--- src/rtl/dff_pkg.sv ---
`default_nettype none
// ============================================================================
// Module   : dff_pkg
// Brief    : Shared definitions for flop-style blocks (data reset style select)
// Revision : 1.0 - initial release
// ============================================================================
package dff_pkg;

    typedef enum logic [1:0] {
        RST_NONE  = 2'd0,
        RST_SYNC  = 2'd1,
        RST_ASYNC = 2'd2
    } rst_mode_e;

endpackage
`default_nettype wire

--- src/rtl/reg_pipe_stage.sv ---
`default_nettype none
// ============================================================================
// Module   : reg_pipe_stage
// Brief    : One valid/data stage of reg_pipe with selectable data reset style
// Revision : 1.0 - initial release
// ============================================================================
module reg_pipe_stage
    import dff_pkg::*;
#(
    parameter int unsigned       WIDTH    = 8,
    parameter rst_mode_e         DATA_RST = RST_ASYNC,
    parameter logic [WIDTH-1:0]  RST_VAL  = '0
) (
    input  logic             clk,
    input  logic             reset_n,
    input  logic             flush_i,
    input  logic             load_i,
    input  logic             valid_i,
    input  logic [WIDTH-1:0] data_i,
    output logic             valid_o,
    output logic [WIDTH-1:0] data_o
);

    logic             valid_q;
    logic             valid_d;
    logic [WIDTH-1:0] data_q;
    logic [WIDTH-1:0] data_d;

    // Data only captures real payloads so an idle stage keeps its last value.
    always_comb begin
        valid_d = valid_q;
        data_d  = data_q;
        if (flush_i) begin
            valid_d = 1'b0;
            if (DATA_RST == RST_SYNC) begin
                data_d = RST_VAL;
            end
        end else if (load_i) begin
            valid_d = valid_i;
            if (valid_i) begin
                data_d = data_i;
            end
        end
    end

    always_ff @(posedge clk or negedge reset_n) begin
        if (!reset_n) begin
            valid_q <= 1'b0;
        end else begin
            valid_q <= valid_d;
        end
    end

    if (DATA_RST == RST_ASYNC) begin : g_data_async
        always_ff @(posedge clk or negedge reset_n) begin
            if (!reset_n) begin
                data_q <= RST_VAL;
            end else begin
                data_q <= data_d;
            end
        end
    end else begin : g_data_plain
        always_ff @(posedge clk) begin
            data_q <= data_d;
        end
    end

    assign valid_o = valid_q;
    assign data_o  = data_q;

endmodule
`default_nettype wire

--- src/rtl/reg_pipe.sv ---
`default_nettype none
// ============================================================================
// Module   : reg_pipe
// Brief    : DEPTH-stage valid/ready register pipeline with bubble collapsing
// Revision : 1.0 - initial release
// ============================================================================
module reg_pipe
    import dff_pkg::*;
#(
    parameter int unsigned       WIDTH    = 8,
    parameter int unsigned       DEPTH    = 3,
    parameter rst_mode_e         DATA_RST = RST_ASYNC,
    parameter logic [WIDTH-1:0]  RST_VAL  = '0,
    localparam int unsigned      OCC_W    = $clog2(DEPTH + 1)
) (
    input  logic             clk,
    input  logic             reset_n,
    input  logic             flush_i,
    input  logic             in_valid_i,
    output logic             in_ready_o,
    input  logic [WIDTH-1:0] in_data_i,
    output logic             out_valid_o,
    input  logic             out_ready_i,
    output logic [WIDTH-1:0] out_data_o,
    output logic [OCC_W-1:0] occupancy_o
);

    if (DEPTH < 1 || WIDTH < 1) begin : g_param_check
        $error("reg_pipe: DEPTH and WIDTH must both be at least 1");
    end

    logic [DEPTH-1:0]            valid_q;
    logic [DEPTH-1:0][WIDTH-1:0] data_q;
    logic [DEPTH-1:0]            rdy;
    logic [OCC_W-1:0]            occ;

    // Ready ripples back from the output; an empty stage is always ready.
    always_comb begin
        rdy            = '0;
        rdy[DEPTH-1]   = !valid_q[DEPTH-1] || out_ready_i;
        for (int k = int'(DEPTH) - 2; k >= 0; k--) begin
            rdy[k] = !valid_q[k] || rdy[k+1];
        end
    end

    always_comb begin
        occ = '0;
        for (int unsigned k = 0; k < DEPTH; k++) begin
            occ = occ + OCC_W'(valid_q[k]);
        end
    end

    for (genvar k = 0; k < DEPTH; k++) begin : g_stage
        logic             stage_valid_in;
        logic [WIDTH-1:0] stage_data_in;

        if (k == 0) begin : g_head
            assign stage_valid_in = in_valid_i;
            assign stage_data_in  = in_data_i;
        end else begin : g_body
            assign stage_valid_in = valid_q[k-1];
            assign stage_data_in  = data_q[k-1];
        end

        reg_pipe_stage #(
            .WIDTH    (WIDTH),
            .DATA_RST (DATA_RST),
            .RST_VAL  (RST_VAL)
        ) u_stage (
            .clk     (clk),
            .reset_n (reset_n),
            .flush_i (flush_i),
            .load_i  (rdy[k]),
            .valid_i (stage_valid_in),
            .data_i  (stage_data_in),
            .valid_o (valid_q[k]),
            .data_o  (data_q[k])
        );
    end

    assign in_ready_o  = rdy[0] && !flush_i;
    assign out_valid_o = valid_q[DEPTH-1] && !flush_i;
    assign out_data_o  = data_q[DEPTH-1];
    assign occupancy_o = occ;

endmodule
`default_nettype wire

--- config.mk ---
export PLATFORM = sky130hd
export DESIGN_NAME = reg_pipe
export DESIGN_NICKNAME = d
export VERILOG_FILES = /design/src/rtl/dff_pkg.sv /design/src/rtl/reg_pipe_stage.sv /design/src/rtl/reg_pipe.sv
export SDC_FILE = /design/constraint.sdc
export NUM_CORES = 1
export LEC_CHECK = 0
export ABC_AREA = 0
export CAP_MARGIN = 25
export CORE_MARGIN = 5
export CORE_UTILIZATION = 49
export CTS_CLUSTER_SIZE = 14
export DETAILED_ROUTE_END_ITERATION = 10
export MAX_ROUTING_LAYER = met4
export PLACE_DENSITY = 0.8
export SLEW_MARGIN = 15
export SYNTH_ARGS = -nofsm -noshare
export SYNTH_HDL_FRONTEND = slang
export SYNTH_SLANG_ARGS = --single-unit
--- constraint.sdc ---
create_clock -name clk -period 1.95 [get_ports clk]
set_input_delay 0.195 -clock clk [delete_from_list [all_inputs] [get_ports clk]]
set_output_delay 0.195 -clock clk [all_outputs]
set_load 0.01 [all_outputs]
# --- Word level (Yosys, flattened, before mapping) ---
# Cells that the tools add are included.
totals:
  word_cells: 30
  output_inout_bits: 12
  in_bits: 13
  reg_bits: 27
classes:
  bitwise_logic: 1
  n_mux: 6
  n_addsub: 2
  reduce_logical: 15
op_table:
  columns: ["operator", "n"]
  rows:
  - ["$reduce_and 3->1", 3]
  - ["$mux 1", 6]
  - ["$reduce_bool 2->1", 3]
  - ["$logic_not 1->1", 4]
  - ["$logic_or 1x1->1", 3]
  - ["$add 1x1->2", 1]
  - ["$add 2x1->2", 1]
  - ["$logic_and 1x1->1", 2]
  - ["$not 1->1", 1]

# --- Logic depth before layout (Yosys ltp) ---
# Gate-level depths: netlist of run 1.
depth:
  word_depth: 6
  ltp_mapped: 5
  depth_no_buf: 3

# --- Hierarchy ---
# A second synthesis of run 1 with hierarchy kept.
unflattened:
  hier_cells: 67
  area_unflattened_um2: 1106.1
modules_own_cells:
  columns: ["mod", "instances", "seq_area_each_um2", "cells_per_inst", "area_per_inst_um2"]
  rows:
  - ["reg_pipe_stage", 3, 225.2, 20, 349.1]
  - ["reg_pipe", 1, 0.0, 7, 58.8]

# --- Worst setup path before layout of run 1 ---
# No wires, ideal clock.
synth_timing:
  path_kind: "register -> register"
  from: "register g_stage[2].u_stage.valid_q"
  to: "register g_stage[0].u_stage.data_q[0]"
  path_stages_with_launch: 6
  setup_slack_ns: 0.427
  period_less_slack_ns: 1.523
  arrival_ns: 1.398
  t_required_ns: 1.825
  n_path_buf: 2
  setup_time_ns: 0.125
  cell_sequence: "dfrtp_1 > nor2b_4 > buf_6 > a311o_1 > buf_6 > mux2_4"
synth_via:
  elab_chain_cells: 5
synth_lines:
  columns: ["item", "line", "source"]
  rows:
  - ["start, declared", "reg_pipe_stage.sv:24", "logic valid_q;"]
  - ["start signal, assigned", "reg_pipe_stage.sv:50", "valid_q <= valid_d;"]
  - ["$logic_not 1->1", "reg_pipe.sv:40", "rdy[DEPTH-1] = !valid_q[DEPTH-1] || out_ready_i;"]
  - ["$logic_or 1x1->1", "reg_pipe.sv:40", null]
  - ["$logic_or 1x1->1 (2 in a row)", "reg_pipe.sv:42", "rdy[k] = !valid_q[k] || rdy[k+1];"]
  - ["$reduce_and 3->1 (no line)", null, null]
  - ["end signal, assigned", "reg_pipe_stage.sv:59", "data_q <= data_d;"]
  - ["end, declared", "reg_pipe_stage.sv:26", "logic [WIDTH-1:0] data_q;"]
# No other way between the ends.
# A chain may end at the register's enable or synchronous reset.

# --- Final worst setup path of run 1 ---
layout_timing:
  from: "register g_stage[1].u_stage.valid_q"
  to: "output in_ready_o"
layout_via:
  elab_chain_cells: 4
layout_lines:
  columns: ["item", "line", "source"]
  rows:
  - ["start, declared", "reg_pipe_stage.sv:24", null]
  - ["start signal, assigned", "reg_pipe_stage.sv:50", null]
  - ["$logic_not 1->1", "reg_pipe.sv:42", null]
  - ["$logic_or 1x1->1 (2 in a row)", "reg_pipe.sv:42", null]
  - ["$logic_and 1x1->1", "reg_pipe.sv:81", "assign in_ready_o = rdy[0] && !flush_i;"]
  - ["end, declared", "reg_pipe.sv:20", "output logic in_ready_o,"]
# No other way between the ends.

==> metrics, run 1 <==
syn nets=84; Internal Power=roughly 1100 uW; Ys Warns=0; sw power=369 uW; top cells by area, synth=dfrtp_1, mux2_4, mux2_1; CTS Buffer Depth=2; Slew headroom=60.6%; clock skew=0.00104 ns; most common flop cell mapped by yosys=dfrtp_1; Antenna Cells=0; Syn Inst Count=70; row count=17; max cap viols=0; DR vias/cell=5.00; syn_area_per_cell=approximately 17 sq um; clock latency on the worst-skew pair=0.32 ns; CP max FO=7; iteration-0 DRC count of the detailed router=6; Setup crit end kind=output port; final hold vios=0; most frequent cell after synthesis=dfrtp_1; Synth Cell Area=0.00116 sq mm; #FFs+latches synth=27; Die Wd=58.6 um; CP required=1.75 ns; Power Density=about 990 mW/mm^2; die height=58.6 um; number of global-route vias before repair=around 700; measured slew at the worst slew-check pin=between 0.5 and 0.6 ns; Combinational Power Share=between 30 and 40%; RSZ-0062 raised after global routing=no; DR vias=640; final cell count without fillers=roughly 130; fin. max-slew vios=0; H-tree depth=1; layout cells sized above 1=31.0%; PortBufs=24; Core ar.=0.00223 sq mm; io pins=25; top cells by count, synth=dfrtp_1, mux2_4, mux2_1, nor2_1; routed len/inst=15.0 um; Worst VDD drop=0.000792 V; f_max=around 0.52 GHz; crit path launch type=flip-flop; r2r endpoint=g_stage[0].u_stage.data_o[1]$_DFFE_PN0P_; post-layout util=66.1%; placed insts=122; final RePlAce weighted congestion=around 0.71; die area=between 0.003 and 0.004 sq mm; overall global routing resource usage=13.0%; initial antenna violation count=0; register area share after synthesis=58.4%; Setup CP Type=reg -> out; Starting Density=51.8%; Setup TNS=0 ns; Detailed Routing Iterations Pass 1=4; status=finished clean; CTS Buf Count=3; CTS tree=yes; Yosys top cell area share=58.4%; final setup fails=0; Tcrit/Tclk final=97.8%; post-synth cell types=16; CTS root buf=clkbuf_4; DPL Wire Length=about 1400 um; Hold WC Path Type=in -> async; Final #Nets=115; # DRC=0; FF-to-FF path depth=3; Post-synth EDFFs=0; Clk network pwr share=16.1%; clk sinks=27; Net Sw Frac=around 25%; design area=0.00148 sq mm; Worst EP arrival=~1.7 ns; count of hold-fix buffers inserted at cts=0; Async S/R FF share, synth=between 90% and 100%; post-synth top area cell=dfrtp_1; reg2reg setup slack=around 0.25 ns; first-pass GRT wire length=3280 um; total grt overflow=0; Post-DP Area=0.00143 sq mm; Leakage Power=0.000671 uW; crit path time final=1.91 ns; Sequential Power Share=53.4%; Antenna Nets Post-Route=0; Routed WL=1930 um; largest net degree at the start of global routing=28; reg2reg start=g_stage[2].u_stage.valid_o$_DFFE_PN0P_; area grow syn2layout=27.5%; Clk pin slew, worst setup/hold paths=0.14 ns
## power groups by stage
stage	Clock [uW]	Combinational (uW)	Sequential (uW)
after global placement	0	438	785
final	234	444	777
after floorplan	0	200	812
after detailed placement	0	444	790
after global routing	266	475	797
after CTS	239	450	778
## metal layers
metal,global-route usage (%),share of wire [%],up-vias,wire [um]
li1,-,-,304,-
met1,17.8,47,322,914
met2,19.0,48,12,934
met3,2.85,3.5,2,68
met4,4.85,0.42,0,8
met5,-,0,-,0
## critical path, stage by stage, from the launching register on
cell and delay, ns:
dfrtp_2 0.45, buf_4 0.16, a31oi_1 0.21, clkdlybuf4s50_1 0.57
## worst max-delay path by stage
stage,slack (ns),start,to,cells past startpoint
floorplan,0.43,g_stage[2].u_stage.valid_o$_DFFE_PN0P_,g_stage[0].u_stage.data_o[0]$_DFFE_PN0P_,5
global placement,0.06,out_ready_i,g_stage[0].u_stage.data_o[2]$_DFFE_PN0P_,4
detailed placement,0.03,out_ready_i,g_stage[0].u_stage.data_o[0]$_DFFE_PN0P_,4
CTS,0.06,g_stage[1].u_stage.valid_o$_DFFE_PN0P_,in_ready_o,3
global route,0.03,g_stage[1].u_stage.valid_o$_DFFE_PN0P_,in_ready_o,3
finish,0.04,g_stage[1].u_stage.valid_o$_DFFE_PN0P_,in_ready_o,3
## area by class of cell
class	count	area, sq um
Tap cell	28	35.0
Clock buffer	3	22.5
Fill cell	169	758
Timing Repair Buffer	30	284
Sequential cell	27	678
Inverter	2	7.51
Multi-Input combinational cell	37	443
Clock inverter	1	5.00
## layout by cell type (no fill, tap or decap), drive strengths merged
master | Yosys | routed
dfrtp | 27 | 27
mux2 | 24 | 24
clkdlybuf4s50 | 0 | 23
buf | 3 | 6
nor2 | 4 | 4
clkbuf | 1 | 3
a31oi | 2 | 2
inv | 2 | 2
nor2b | 2 | 2
nor3b | 1 | 1
a311o | 1 | 1
a211o | 1 | 1
a21oi | 1 | 1
fa | 1 | 1
clkinv | 0 | 1
dlygate4sd2 | 0 | 1
## metrics by stage
| step | hold slack [ns] | setup slack (ns) | total power (uW) |
|---|---|---|---|
| after floorplan | -0.101 | 0.427 | 1010 |
| after global placement | 0.474 | 0.0633 | 1220 |
| after detailed placement | 0.480 | 0.0300 | 1230 |
| after CTS | 0.231 | 0.0598 | 1470 |
| after global routing | 0.241 | 0.0260 | 1540 |
| final | 0.221 | 0.0437 | 1450 |
## state kept, by name, indices dropped and copies added, names as in the netlist
name                     cells
g_stage.u_stage.data_o      24
g_stage.u_stage.valid_o      3
## cells by family (layout without fill, tap and decap cells)
kind of cell / Yosys count / count (layout) / synth area share, %
AO/OA/AOI/OAI: 5 / 5 / 3.13
AND/OR/NAND/NOR: 7 / 7 / 4.86
flip-flops: 27 / 27 / 58.4
multiplexers: 24 / 24 / 28.5
buffers and inverters: 6 / 36 / 3.35
adder cells (fa/ha/maj): 1 / 1 / 1.73
## timing repair
item,in CTS,in global routing
setup endpoints to repair,1,0
setup buffers,2,0
gates resized for setup,3,0
No activity file was read; power rests on OpenSTA's default activity.
==> run 2: changes to the inputs <==
--- a/config.mk
+++ b/config.mk
@@ -9,7 +9,7 @@
 export CAP_MARGIN = 25
 export CORE_MARGIN = 5
 export CORE_UTILIZATION = 49
-export CTS_CLUSTER_SIZE = 14
+export CTS_CLUSTER_SIZE = 8
 export DETAILED_ROUTE_END_ITERATION = 10
 export MAX_ROUTING_LAYER = met4
 export PLACE_DENSITY = 0.8
==> results of run 2 <==
Same layout as run 1: the final DEF is identical, and so are final timing and power.
